$ cat config.mk
export PLATFORM = sky130hd
export DESIGN_NAME = cordic_result_accumulator
export DESIGN_NICKNAME = d
export VERILOG_FILES = /design/src/rtl/cordic_pkg.sv /design/src/rtl/fixed_saturate.sv /design/src/rtl/cordic_result_accumulator.sv
export SDC_FILE = /design/constraint.sdc
export NUM_CORES = 1
export LEC_CHECK = 0
export CAP_MARGIN = 10
export CORE_UTILIZATION = 35
export CTS_BUF_LIST = sky130_fd_sc_hd__clkbuf_8
export DETAILED_ROUTE_END_ITERATION = 8
export PLACE_DENSITY_LB_ADDON = 0.1
export RECOVER_POWER = 100
export SETUP_SLACK_MARGIN = 0.15
export SYNTH_ARGS = -nofsm -noshare
export SYNTH_HDL_FRONTEND = slang
export SYNTH_SLANG_ARGS = --single-unit
$ cat constraint.sdc
create_clock -name clock -period 4.81 [get_ports clock]
set_input_delay 0.7215 -clock clock [delete_from_list [all_inputs] [get_ports clock]]
set_output_delay 0.7215 -clock clock [all_outputs]
set_load 0.1 [all_outputs]
$ cat src/rtl/cordic_pkg.sv
// cordic_pkg
//   Shared definitions for the fixed-point cosine datapath: the fixed-point
//   sample format (also used by the cosine core and the float converters)
//   and the state encoding of the result accumulator.
package cordic_pkg;

  // Signed fixed-point sample format: FIXED_W bits, FRAC_BITS fractional bits
  localparam int FIXED_W   = 32;
  localparam int FRAC_BITS = 22;

  // Accumulator command states
  typedef enum logic [1:0] {
    IDLE   = 2'd0,
    ACCUM  = 2'd1,
    FINISH = 2'd2
  } acc_state_t;

endpackage

$ cat src/rtl/fixed_saturate.sv
// fixed_saturate
//   Combinational arithmetic right shift by SHIFT followed by signed
//   saturation from IN_W bits down to OUT_W bits.
// Ports:
//   in_value   in   IN_W    signed wide value (e.g. accumulator)
//   out_value  out  OUT_W   shifted, saturated value
//   sat        out  1       1 when the shifted value did not fit in OUT_W
module fixed_saturate #(
  parameter int IN_W  = 40,
  parameter int OUT_W = 32,
  parameter int SHIFT = 0
) (
  input  logic signed [IN_W-1:0]  in_value,
  output logic signed [OUT_W-1:0] out_value,
  output logic                    sat
);

  logic signed [IN_W-1:0] shifted;
  logic [IN_W-OUT_W:0]    upper;

  // The shifted value fits in OUT_W exactly when every bit from the OUT_W
  // sign position upward is a copy of the sign bit.
  always_comb begin
    shifted = in_value >>> SHIFT;
    upper   = shifted[IN_W-1:OUT_W-1];
    sat     = !((&upper) || !(|upper));
    if (!sat) begin
      out_value = shifted[OUT_W-1:0];
    end else if (shifted[IN_W-1]) begin
      out_value = {1'b1, {(OUT_W-1){1'b0}}};
    end else begin
      out_value = {1'b0, {(OUT_W-1){1'b1}}};
    end
  end

endmodule

$ cat src/rtl/cordic_result_accumulator.sv
// cordic_result_accumulator
//   Sums a commanded number of signed fixed-point cosine results and returns
//   the shifted, saturated total. Runs in the clock/clk_en domain of the
//   CORDIC datapath; clk_en low freezes every register.
// Ports:
//   clock     in   1       rising-edge clock
//   reset     in   1       synchronous, active-high reset
//   clk_en    in   1       global enable
//   start     in   1       command strobe, accepted only in IDLE
//   count     in   CNT_W   number of samples to sum
//   in_valid  in   1       upstream sample valid
//   in_data   in   DATA_W  signed fixed-point sample
//   in_ready  out  1       sample accepted this cycle when in_valid is high
//   busy      out  1       command in progress
//   done      out  1       one-cycle pulse (stretched while clk_en is low)
//   result    out  DATA_W  saturated, shifted sum, held until next done
//   overflow  out  1       last result was saturated
module cordic_result_accumulator
  import cordic_pkg::*;
#(
  parameter int DATA_W    = FIXED_W,
  parameter int ACC_W     = 40,
  parameter int CNT_W     = 16,
  parameter int OUT_SHIFT = 0
) (
  input  logic              clock,
  input  logic              reset,
  input  logic              clk_en,
  input  logic              start,
  input  logic [CNT_W-1:0]  count,
  input  logic              in_valid,
  input  logic [DATA_W-1:0] in_data,
  output logic              in_ready,
  output logic              busy,
  output logic              done,
  output logic [DATA_W-1:0] result,
  output logic              overflow
);

  acc_state_t               state;
  acc_state_t               state_next;
  logic signed [ACC_W-1:0]  acc;
  logic [CNT_W-1:0]         remaining;
  logic                     transfer;
  logic                     accept_start;
  logic signed [DATA_W-1:0] sat_value;
  logic                     sat_flag;

  // State register
  always_ff @(posedge clock) begin
    if (reset) begin
      state <= IDLE;
    end else if (clk_en) begin
      state <= state_next;
    end
  end

  // Next-state logic; a zero-length command skips straight to FINISH
  always_comb begin
    state_next = state;
    case (state)
      IDLE: begin
        if (start) begin
          state_next = (count != '0) ? ACCUM : FINISH;
        end
      end
      ACCUM: begin
        if (transfer && (remaining == CNT_W'(1))) begin
          state_next = FINISH;
        end
      end
      FINISH: state_next = IDLE;
      default: state_next = IDLE;
    endcase
  end

  // Handshake decode; in_ready is masked by clk_en so no sample is lost
  // while the datapath is frozen
  always_comb begin
    in_ready     = clk_en && (state == ACCUM);
    transfer     = in_valid && in_ready;
    accept_start = start && (state == IDLE);
  end

  fixed_saturate #(
    .IN_W  (ACC_W),
    .OUT_W (DATA_W),
    .SHIFT (OUT_SHIFT)
  ) u_sat (
    .in_value  (acc),
    .out_value (sat_value),
    .sat       (sat_flag)
  );

  // Accumulator, sample counter and output registers. done follows the
  // FINISH state one cycle later and is held while clk_en is low.
  always_ff @(posedge clock) begin
    if (reset) begin
      acc       <= '0;
      remaining <= '0;
      busy      <= 1'b0;
      done      <= 1'b0;
      result    <= '0;
      overflow  <= 1'b0;
    end else if (clk_en) begin
      done <= (state == FINISH);
      if (accept_start) begin
        acc       <= '0;
        remaining <= count;
        busy      <= 1'b1;
      end else if (transfer) begin
        acc       <= acc + {{(ACC_W-DATA_W){in_data[DATA_W-1]}}, in_data};
        remaining <= remaining - CNT_W'(1);
      end
      if (state == FINISH) begin
        result   <= sat_value;
        overflow <= sat_flag;
        busy     <= 1'b0;
      end
    end
  end

endmodule
Yosys cells after proc, flatten, opt, wreduce, memory -nomap -nowiden
Index checks and enable logic that the tools add are counted.
{ "totals": {"register_bits": 93, "latchBits": 0, "ram_bits": 0, "mem_bits_ro": 0, "output_inout_bits": 36, "elab_cells": 43, "memories": 0} }
{ "classes": {"addsub": 2, "mul": 0, "div_mod_pow": 0, "magnitude_cmp": 0, "n_eq_ne": 5, "shift": 0, "mux": 12, "bitwise": 0, "n_reduce_logical": 17} }
{ "ops": {"columns": ["cell", "count"], "rows": [
  ["two-way mux 40 bit", 2],
  ["two-way mux 32 bit", 2],
  ["adder 40 bit", 1],
  ["two-way mux 16 bit", 2],
  ["equality test 16 x 1 -> 1 bit, second input constant", 1],
  ["nonzero test 16 bit", 1],
  ["subtractor 16 x 1 -> 16 bit, second input constant", 1],
  ["AND reduction 9 bit", 1],
  ["OR reduction 9 bit", 1],
  ["two-way mux 2 bit", 3],
  ["AND reduction 2 bit", 3],
  ["logical AND 1 bit", 4],
  ["!= test 2 bit, second input constant", 2],
  ["one-hot mux 2 bit (2 select lines)", 1],
  ["nonzero test 2 bit", 2],
  ["AND reduction 3 bit", 1],
  ["equality test 2 x 1 -> 1 bit, second input constant", 1],
  ["equality test 2 bit, second input constant", 1],
  ["zero test 1 bit", 2],
  ["zero test 2 bit", 1],
  ["two-way mux 1 bit", 2],
  ["logical OR 1 bit", 1]
]} }

Depth between registers and ports, before layout
Gate-level depths: netlist of the first run.
{ "logic_depth": {"ltp_word": 6, "depth_mapped": 12} }

Hierarchy
From an unflattened synthesis of the first run, not the netlist that was laid out.
{ "unflattened": {"cells_unflattened": 838, "area_unflattened_um2": 6318.6} }
{ "by_module_without_submodules": {"columns": ["module", "instances", "cells_each", "area_per_inst_um2"], "rows": [
  ["cordic_result_accumulator", 1, 753, 5754.3],
  ["fixed_saturate", 1, 85, 564.3]
]} }

Worst setup path after synthesis of the first run
OpenSTA, ideal clock, no wires.
{ "synth_timing": {"path_type": "input to register", "from": "in clk_en", "to": "reg state[1]", "setup_time_ns": 0.078, "t_arrival_ns": 4.600, "path_slack_ns": 0.132, "path_stages": 7, "path_buffers": 1, "cell_sequence": "clkbuf_1 > nor3b_1 > nand2_1 > o31ai_1 > nand2_1 > mux2_2 > nor3_1"} }
{ "synth_between": {"elab_chain_cells": 5} }
{ "synth_rtl": {"columns": ["element", "line", "text"], "rows": [
  ["from (decl)", "cordic_result_accumulator.sv:28", "input logic clk_en,"],
  ["logical AND 1 bit", "cordic_result_accumulator.sv:80", "in_ready = clk_en && (state == ACCUM);"],
  ["via in_ready", "cordic_result_accumulator.sv:33", "output logic in_ready,"],
  ["logical AND 1 bit", "cordic_result_accumulator.sv:81", "transfer = in_valid && in_ready;"],
  ["logical AND 1 bit", "cordic_result_accumulator.sv:68", "if (transfer && (remaining == CNT_W'(1))) begin"],
  ["!= test 2 bit (no line)", null, null],
  ["AND reduction 3 bit (no line)", null, null],
  ["to (signal assigned)", "cordic_result_accumulator.sv:54", "state <= state_next;"],
  ["to (decl)", "cordic_result_accumulator.sv:40", "acc_state_t state;"]
]} }
The timed path passes the listed nets, and every way through them passes these cells.
A chain may end at the register's enable or synchronous reset.

Final worst setup path of the first run
{ "layout_timing": {"from": "in clk_en", "to": "reg acc[18]"} }
{ "layout_between": {"elab_chain_cells": 4} }
{ "layout_rtl": {"columns": ["element", "line", "text"], "rows": [
  ["logical AND 1 bit", "cordic_result_accumulator.sv:80", null],
  ["logical AND 1 bit", "cordic_result_accumulator.sv:81", null],
  ["nonzero test 2 bit (no line)", null, null],
  ["AND reduction 2 bit (no line) (*)", null, null],
  ["to (signal assigned)", "cordic_result_accumulator.sv:112", "acc <= acc + {{(ACC_W-DATA_W){in_data[DATA_W-1]}}, in_data};"],
  ["to (decl)", "cordic_result_accumulator.sv:42", "logic signed [ACC_W-1:0] acc;"]
]} }
Mark *: on every way between the ends. The rest lies on a longest branch, timed or not.

==> summary.md, run 1 <==
| Metric | Value |
|---|---|
| Largest net degree at the start of global routing | 40 |
| CP max FO | 18 |
| Pwr dens | 244.9 nW/µm² |
| GRT overflow | 0 |
| # nets final | 933 |
| Critical path endpoint category | register |
| Vias per inst | 5.469 |
| Sequential-to-total area share from yosys stat | 31.24% |
| Outcome | completed |
| WL final | 16910 µm |
| Placed inst area | 7005 µm² |
| Total GRT Usage | 19.40% |
| CTS Buf Count | 9 |
| Fmax | 286.0 MHz |
| Die ar. | 17550 µm² |
| CP Launch Type | input port |
| Clock Latency Late Sink | 0.38 ns |
| Max Cap Viol | 0 |
| Vias in the first global route | 5460 |
| Share of cells above drive strength 1 | 4.864% |
| M3 GR Usage | 3.027% |
| WHS | 0.4543 ns |
| Area occupied by registers | 1862 µm² |
| Sinks on Clock Net | 93 |
| Yosys cell types | 66 |
| EDFF count, synth | 0 |
| First-pass GRT wire length | 27610 µm |
| Unrepaired setup endpoints after global routing | false |
| Hpwl dp | 12590 µm |
| Routed Antenna Nets | 0 |
| Num rows | 47 |
| CTS clk-pin slew, worst paths | 0.09 ns |
| Worst-margin pin slew | 1.244 ns |
| Antenna violations before repair | 0 |
| Filler instances | 1721 |
| Multi-input combinational cell area | 3845 µm² |
| Setup Buffers After CTS | 0 |
| Finished Cell Area | 7176 µm² |
| Routed length per placed instance | 15.90 µm |
| Tcrit/Tclk final | 72.70% |
| CP required | 5.12 ns |
| Iteration count of the initial detailed-routing pass | 7 |
| WS Path Type | in -> reg |
| CTS tree | built |
| Fraction of registers with async set/reset | 0% |
| Final Wtd Congestion | 0.8894 |
| Peak VDD IR | 124.1 µV |
| H-tree depth | 3 |
| Rel. slew slack | 16.73% |
| Vias | 5814 |
| Worst Clk Skew | 0.009468 ns |
| Final worst slack | 1.313 ns |
| Worst R2R Setup Slack | 1.82 ns |
| Setup Slack @ Placement | 1.028 ns |
| Post-cts gate resize count | 0 |
| Clock buffer depth | 2 |
| Mapped Avg Cell Area | 7.690 µm² |
| IO buf count | 88 |
| Effective utilization at floorplan | 35.94% |
| Post-Syn Nets | 870 |
| Lkg Pwr | 2.833 nW |
| Post-Synthesis Cells | 775 |
| Die Y | 132.5 µm |
| Setup_tns | 0 ns |
| IO Pins | 89 |
| # DRC | 0 |
| Layout area overhead | 20.41% |
| Met2 Use GR | 31.08% |
| Die X | 132.5 µm |
| Flops & latches, synth | 93 |
| Hold crit path type | reg -> reg |
| CTS Root Cell | clkbuf_8 |
| Final Max Slew Viols | 0 |
| GR Util met1 | 26.53% |
| Core area | 16580 µm² |
| Post-Route Utilization | 43.27% |
| Period minus WS final | 3.497 ns |
| CTS Hold Bufs | 0 |
| WP data arrival | 3.80 ns |
| Initial drt markers | 333 |
| Final hold violations | 0 |
| Synth Flop Type | dfxtp_1 |
| Ys Warns | 0 |
| Setup-failing EPs final | 0 |
| Gr busiest metal | met2 |
| N_diodes | 0 |
| Synthesized area | 5959 µm² |
[cells by family after synthesis]
group | count (synthesis) | share of synthesized area [%]
xor+xnor | 33 | 4.850
compound gates | 271 | 29.44
simple gates | 269 | 20.93
mux | 2 | 0.3569
buf+inv | 65 | 4.241
flops | 93 | 31.24
fa+ha+maj | 42 | 8.944
[report_power, final]
group / switching (mW) / internal (mW)
combinational: 0.240 / 0.146
sequential: 0.0209 / 0.791
clock: 0.306 / 0.254
[registers in the layout (all words and copies together) (netlist names)]
name	count
state	2
overflow	1
result	32
done	1
busy	1
remaining	16
acc	40
[cell type report]
| class | count | area share [%] |
|---|---|---|
| Clock buffer | 10 | 1.918 |
| Clock inverter | 6 | 0.8718 |
| Tap cell | 220 | 3.836 |
| Timing Repair Buffer | 96 | 12.75 |
| Inverter | 21 | 1.099 |
| Multi-Input combinational cell | 617 | 53.58 |
| Sequential cell | 93 | 25.95 |
[cell usage after synthesis (2+ instances only)]
| cell | count | area [µm²] |
|---|---|---|
| o22ai_1 | 2 | 12.51 |
| and3_1 | 4 | 25.02 |
| nand2b_1 | 6 | 37.54 |
| o21bai_1 | 10 | 75.07 |
| a211oi_1 | 16 | 120.1 |
| o31ai_1 | 5 | 37.54 |
| nor2_1 | 84 | 315.3 |
| nand4_1 | 10 | 62.56 |
| a31o_2 | 5 | 43.79 |
| o21ai_0 | 50 | 250.2 |
| nor2b_1 | 2 | 12.51 |
| a21oi_1 | 86 | 430.4 |
| a31oi_1 | 2 | 12.51 |
| or2_2 | 2 | 12.51 |
| clkbuf_1 | 42 | 157.7 |
| nand2_1 | 83 | 311.6 |
| o31a_1 | 2 | 17.52 |
| a21boi_0 | 2 | 15.01 |
| o211ai_1 | 20 | 150.1 |
| xnor2_1 | 21 | 183.9 |
| and4_1 | 2 | 17.52 |
| a221oi_1 | 2 | 17.52 |
| a22oi_1 | 16 | 120.1 |
| o21a_1 | 5 | 37.54 |
| inv_1 | 21 | 78.83 |
| a41oi_1 | 2 | 17.52 |
| and2_1 | 5 | 31.28 |
| a211oi_2 | 2 | 25.02 |
| nor3_1 | 32 | 160.2 |
| dfxtp_1 | 93 | 1862 |
| a22o_1 | 2 | 17.52 |
| nand3_1 | 18 | 90.09 |
| ha_1 | 41 | 513.0 |
| xor2_1 | 12 | 105.1 |
| o21ai_1 | 7 | 35.03 |
| nor4_1 | 8 | 50.05 |
| nor3b_1 | 3 | 22.52 |
| a21o_1 | 21 | 157.7 |
| a211o_1 | 2 | 17.52 |
[per-stage QoR]
| step | cells | total power [mW] |
|---|---|---|
| after global placement | 1047 | 1.213 |
| final | 1063 | 1.758 |
| after detailed placement | 1047 | 1.214 |
| after CTS | 1063 | 1.780 |
| after floorplan | 775 | 1.091 |
| after global routing | 1063 | 1.849 |
[path summary, 6_finish.rpt]
path                                               to                  start  cells past startpoint
worst max-delay path             acc[18]$_SDFFE_PP0P_                 clk_en                      7
worst min-delay path            overflow$_SDFFE_PP0P_  overflow$_SDFFE_PP0P_                      2
worst max register to register   acc[36]$_SDFFE_PP0P_    acc[0]$_SDFFE_PP0P_                     12
worst min register to register  overflow$_SDFFE_PP0P_  overflow$_SDFFE_PP0P_                      2
[worst max-delay path, stage by stage]
cell and delay (ns):
dlygate4sd3_1 0.68, nor3b_1 0.23, and2_0 0.28, a21oi_1 0.77, clkbuf_1 0.78, a22oi_1 0.20, nor2_1 0.14
[metal layers]
metal  vias to the layer above  share of wire [%]  wire [µm]
met5                         -                  0          0
met4                         0                1.4        244
met3                        18                3.9        666
met2                       138                 44       7518
met1                      2726                 50       8477
li1                       2932                  -          -
[layout by cell type, fill, tap and decap left out, types with 3 or more instances in the layout]
cell             count
a211oi_1            16
a21o_1              21
a21oi_1             86
a22oi_1             16
a31o_2               5
and2_1               4
and3_1               4
buf_4                4
clkbuf_1             5
clkbuf_8            10
clkdlybuf4s50_1     50
dfxtp_1             93
dlygate4sd3_1       36
ha_1                41
inv_1               22
nand2_1             83
nand2b_1             6
nand3_1             18
nand4_1             10
nor2_1              84
nor3_1              32
nor3b_1              3
nor4_1               8
o211ai_1            20
o21a_1               5
o21ai_0             52
o21ai_1              5
o21bai_1            10
o31ai_1              5
xnor2_1             21
xor2_1              12
Note: power is estimated with default switching activity, not from simulation.
==> run 2: changes to the inputs <==
- clock period: 4.81 -> 3.5 ns (I/O delays scaled with it)
==> run 2 against run 1 <==
  * The run now ends with max-capacitance violations, max-slew violations left
  * Global-route usage rose by 0.83 points
  * Combinational power rose by 39%
  * Sequential share of layout area fell by 0.095 points
==> summary.md, run 2 (synthesis results as in run 1) <==
| Metric | Value |
|---|---|
| # nets final | 944 (+1.2%) |
| PnR Total Power | 2.401 mW (+37%) |
| CTS Hold Bufs | 0 (unchanged) |
| Sinks on Clock Net | 93 (unchanged) |
| Tcrit/Tclk final | 92.46% |
| Fmax | 309.0 MHz |
| Post-Route Utilization | 43.43% (+0.16 points) |
| CP Launch Type | input port |
| Hold crit path type | reg -> reg |
| Largest Register | acc |
| Final Max Slew Viols | 35 (+35) |
| Hpwl dp | 12830 µm (+1.9%) |
| Routed Antenna Nets | 0 (unchanged) |
| Setup Buffers After CTS | 0 (unchanged) |
| Peak VDD IR | 157.9 µV (+27%) |
| Clock Latency Late Sink | 0.38 ns (about the same) |
| IO buf count | 88 (unchanged) |
| Antenna violations before repair | 0 (unchanged) |
| N_diodes | 0 (unchanged) |
| Vias in the first global route | 5533 (+1.3%) |
| Num rows | 47 (unchanged) |
| Finished Cell Area | 7202 µm² (+0.37%) |
| CP max FO | 5 (-13) |
| Routed length per placed instance | 16.15 µm (+1.5%) |
| Placed inst area | 7094 µm² (+1.3%) |
| Max reg flops | 40 (unchanged) |
| Failing checks | max-capacitance violations, max-slew violations |
| Max Cap Viol | 1 (+1) |
| H-tree depth | 3 (unchanged) |
| WL final | 17310 µm (+2.4%) |
| Die ar. | 17550 µm² (unchanged) |
| CTS Root Cell | clkbuf_8 |
| Setup_tns | 0 ns (unchanged) |
| Pwr dens | 333.4 nW/µm² (+36%) |
| Filler instances | 1710 (-0.64%) |
| First-pass GRT wire length | 28550 µm (+3.4%) |
| CTS Buf Count | 9 (unchanged) |
| Outcome | complete, but fails checks |
| Post-cts gate resize count | 0 (unchanged) |
| Initial drt markers | 254 (-24%) |
| Effective utilization at floorplan | 35.94% (unchanged) |
| CP required | 3.82 ns (-1.30 ns) |
| Worst-margin pin slew | 1.569 ns (+0.3242 ns) |
| IO Pins | 89 (unchanged) |
| Most common cell after layout, fill and taps aside | dfxtp_1 |
| Die X | 132.5 µm (unchanged) |
| Rel. slew slack | -4.574% (-21 points) |
| Vias | 5821 (+0.12%) |
| Vias per inst | 5.430 (-0.72%) |
| Most frequent cells in the layout | dfxtp_1 (93), a21oi_1 (86), nor2_1 (83), nand2_1 (83), o21ai_0 (54) |
| Die Y | 132.5 µm (unchanged) |
| WS Path Type | in -> reg |
| Period minus WS final | 3.236 ns |
| Layout area overhead | 20.85% |
| WP data arrival | 3.56 ns (-0.24 ns) |
| CTS clk-pin slew, worst paths | 0.09 ns (about the same) |
| Lkg Pwr | 2.867 nW (+1.2%) |
| Largest regs | acc x40, result x32, remaining x16 |
| Largest net degree at the start of global routing | 62 (+55%) |
| # DRC | 0 (unchanged) |
| Total GRT Usage | 20.23% (+0.83 points) |
| Final hold violations | 0 (unchanged) |
| Core area | 16580 µm² (unchanged) |
| Clock buffer depth | 2 (unchanged) |
| Critical path endpoint category | register |
| Iteration count of the initial detailed-routing pass | 4 (-3) |
| Share of cells above drive strength 1 | 5.164% (+0.30 points) |
| Final Wtd Congestion | 0.8403 (-5.5%) |
| GRT overflow | 0 (unchanged) |
| Setup-failing EPs final | 0 (unchanged) |
| CTS tree | built |
| Worst Clk Skew | 0.01201 ns (+0.002541 ns) |
| Unrepaired setup endpoints after global routing | false |
run 2: cell types whose count changed in the layout (fill, tap and decap cells not counted), sizes merged:
| cell | before | now |
|---|---|---|
| clkinvlp | 2 | 1 |
| clkbuf | 15 | 18 |
| buf | 5 | 13 |
| clkinv | 1 | 0 |
run 2: final timing paths:
check	startpoint	end	slack (ns)	depth (start not counted)
min	result[27]$_SDFFE_PP0P_	result[27]$_SDFFE_PP0P_	0.45	2
max	in_data[1]	acc[39]$_SDFFE_PP0P_	0.26	12
max reg2reg	acc[1]$_SDFFE_PP0P_	acc[39]$_SDFFE_PP0P_	0.49	11
min reg2reg	result[27]$_SDFFE_PP0P_	result[27]$_SDFFE_PP0P_	0.45	2
run 2: through the flow:
step,cells,hold WS [ns],setup slack (ns)
final,1072,0.4494,0.2639
after floorplan,775,0.4423,0.5379
after global routing,1072,0.4683,0.1469
after global placement,1058,0.4405,0.06850
after CTS,1072,0.4555,0.3997
after detailed placement,1058,0.4440,0.01863
run 2: report_power, final:
group	leakage, nW	switching (mW)	total (mW)	internal (mW)
combinational	2.02	0.330	0.537	0.206
clock	0.0960	0.405	0.748	0.343
sequential	0.752	0.0288	1.12	1.09
total	2.87	0.764	2.40	1.64
run 2: metal layers:
metal  vias up  GRT usage [%]  part of all wire (%)
met3         6          4.406                   3.6
met2       104          32.81                    46
met4         0          3.831                  0.66
li1       2959              -                     -
met5         -              0                     0
met1      2752          27.66                    49
run 2: layout make-up:
| cell class | count | area (µm²) | share of cell area (%) |
|---|---|---|---|
| multi-input cells | 617 | 3811 | 52.92 |
| clock inverters | 4 | 50.05 | 0.6949 |
| well taps | 220 | 275.3 | 3.822 |
| repair buffers | 107 | 987.2 | 13.71 |
| inverters | 21 | 78.83 | 1.095 |
| flip-flops and latches | 93 | 1862 | 25.85 |
| clock buffers | 10 | 137.6 | 1.911 |
run 2: critical path: stages:
cell and delay [ns]:
clkdlybuf4s50_1 0.43, ha_1 0.32, a211oi_1 0.35, o21ai_1 0.16, a221oi_2 0.25, clkbuf_1 0.27, o211a_4 0.22, o22ai_1 0.18
a2111oi_2 0.40, nor3_1 0.13, a211o_1 0.24, nand3_1 0.08
==> run 3: changes to the inputs <==
- CTS_CLUSTER_DIAMETER: unset -> 40
==> results of run 3 <==
Final layout, timing and power as in run 2 (identical DEF).
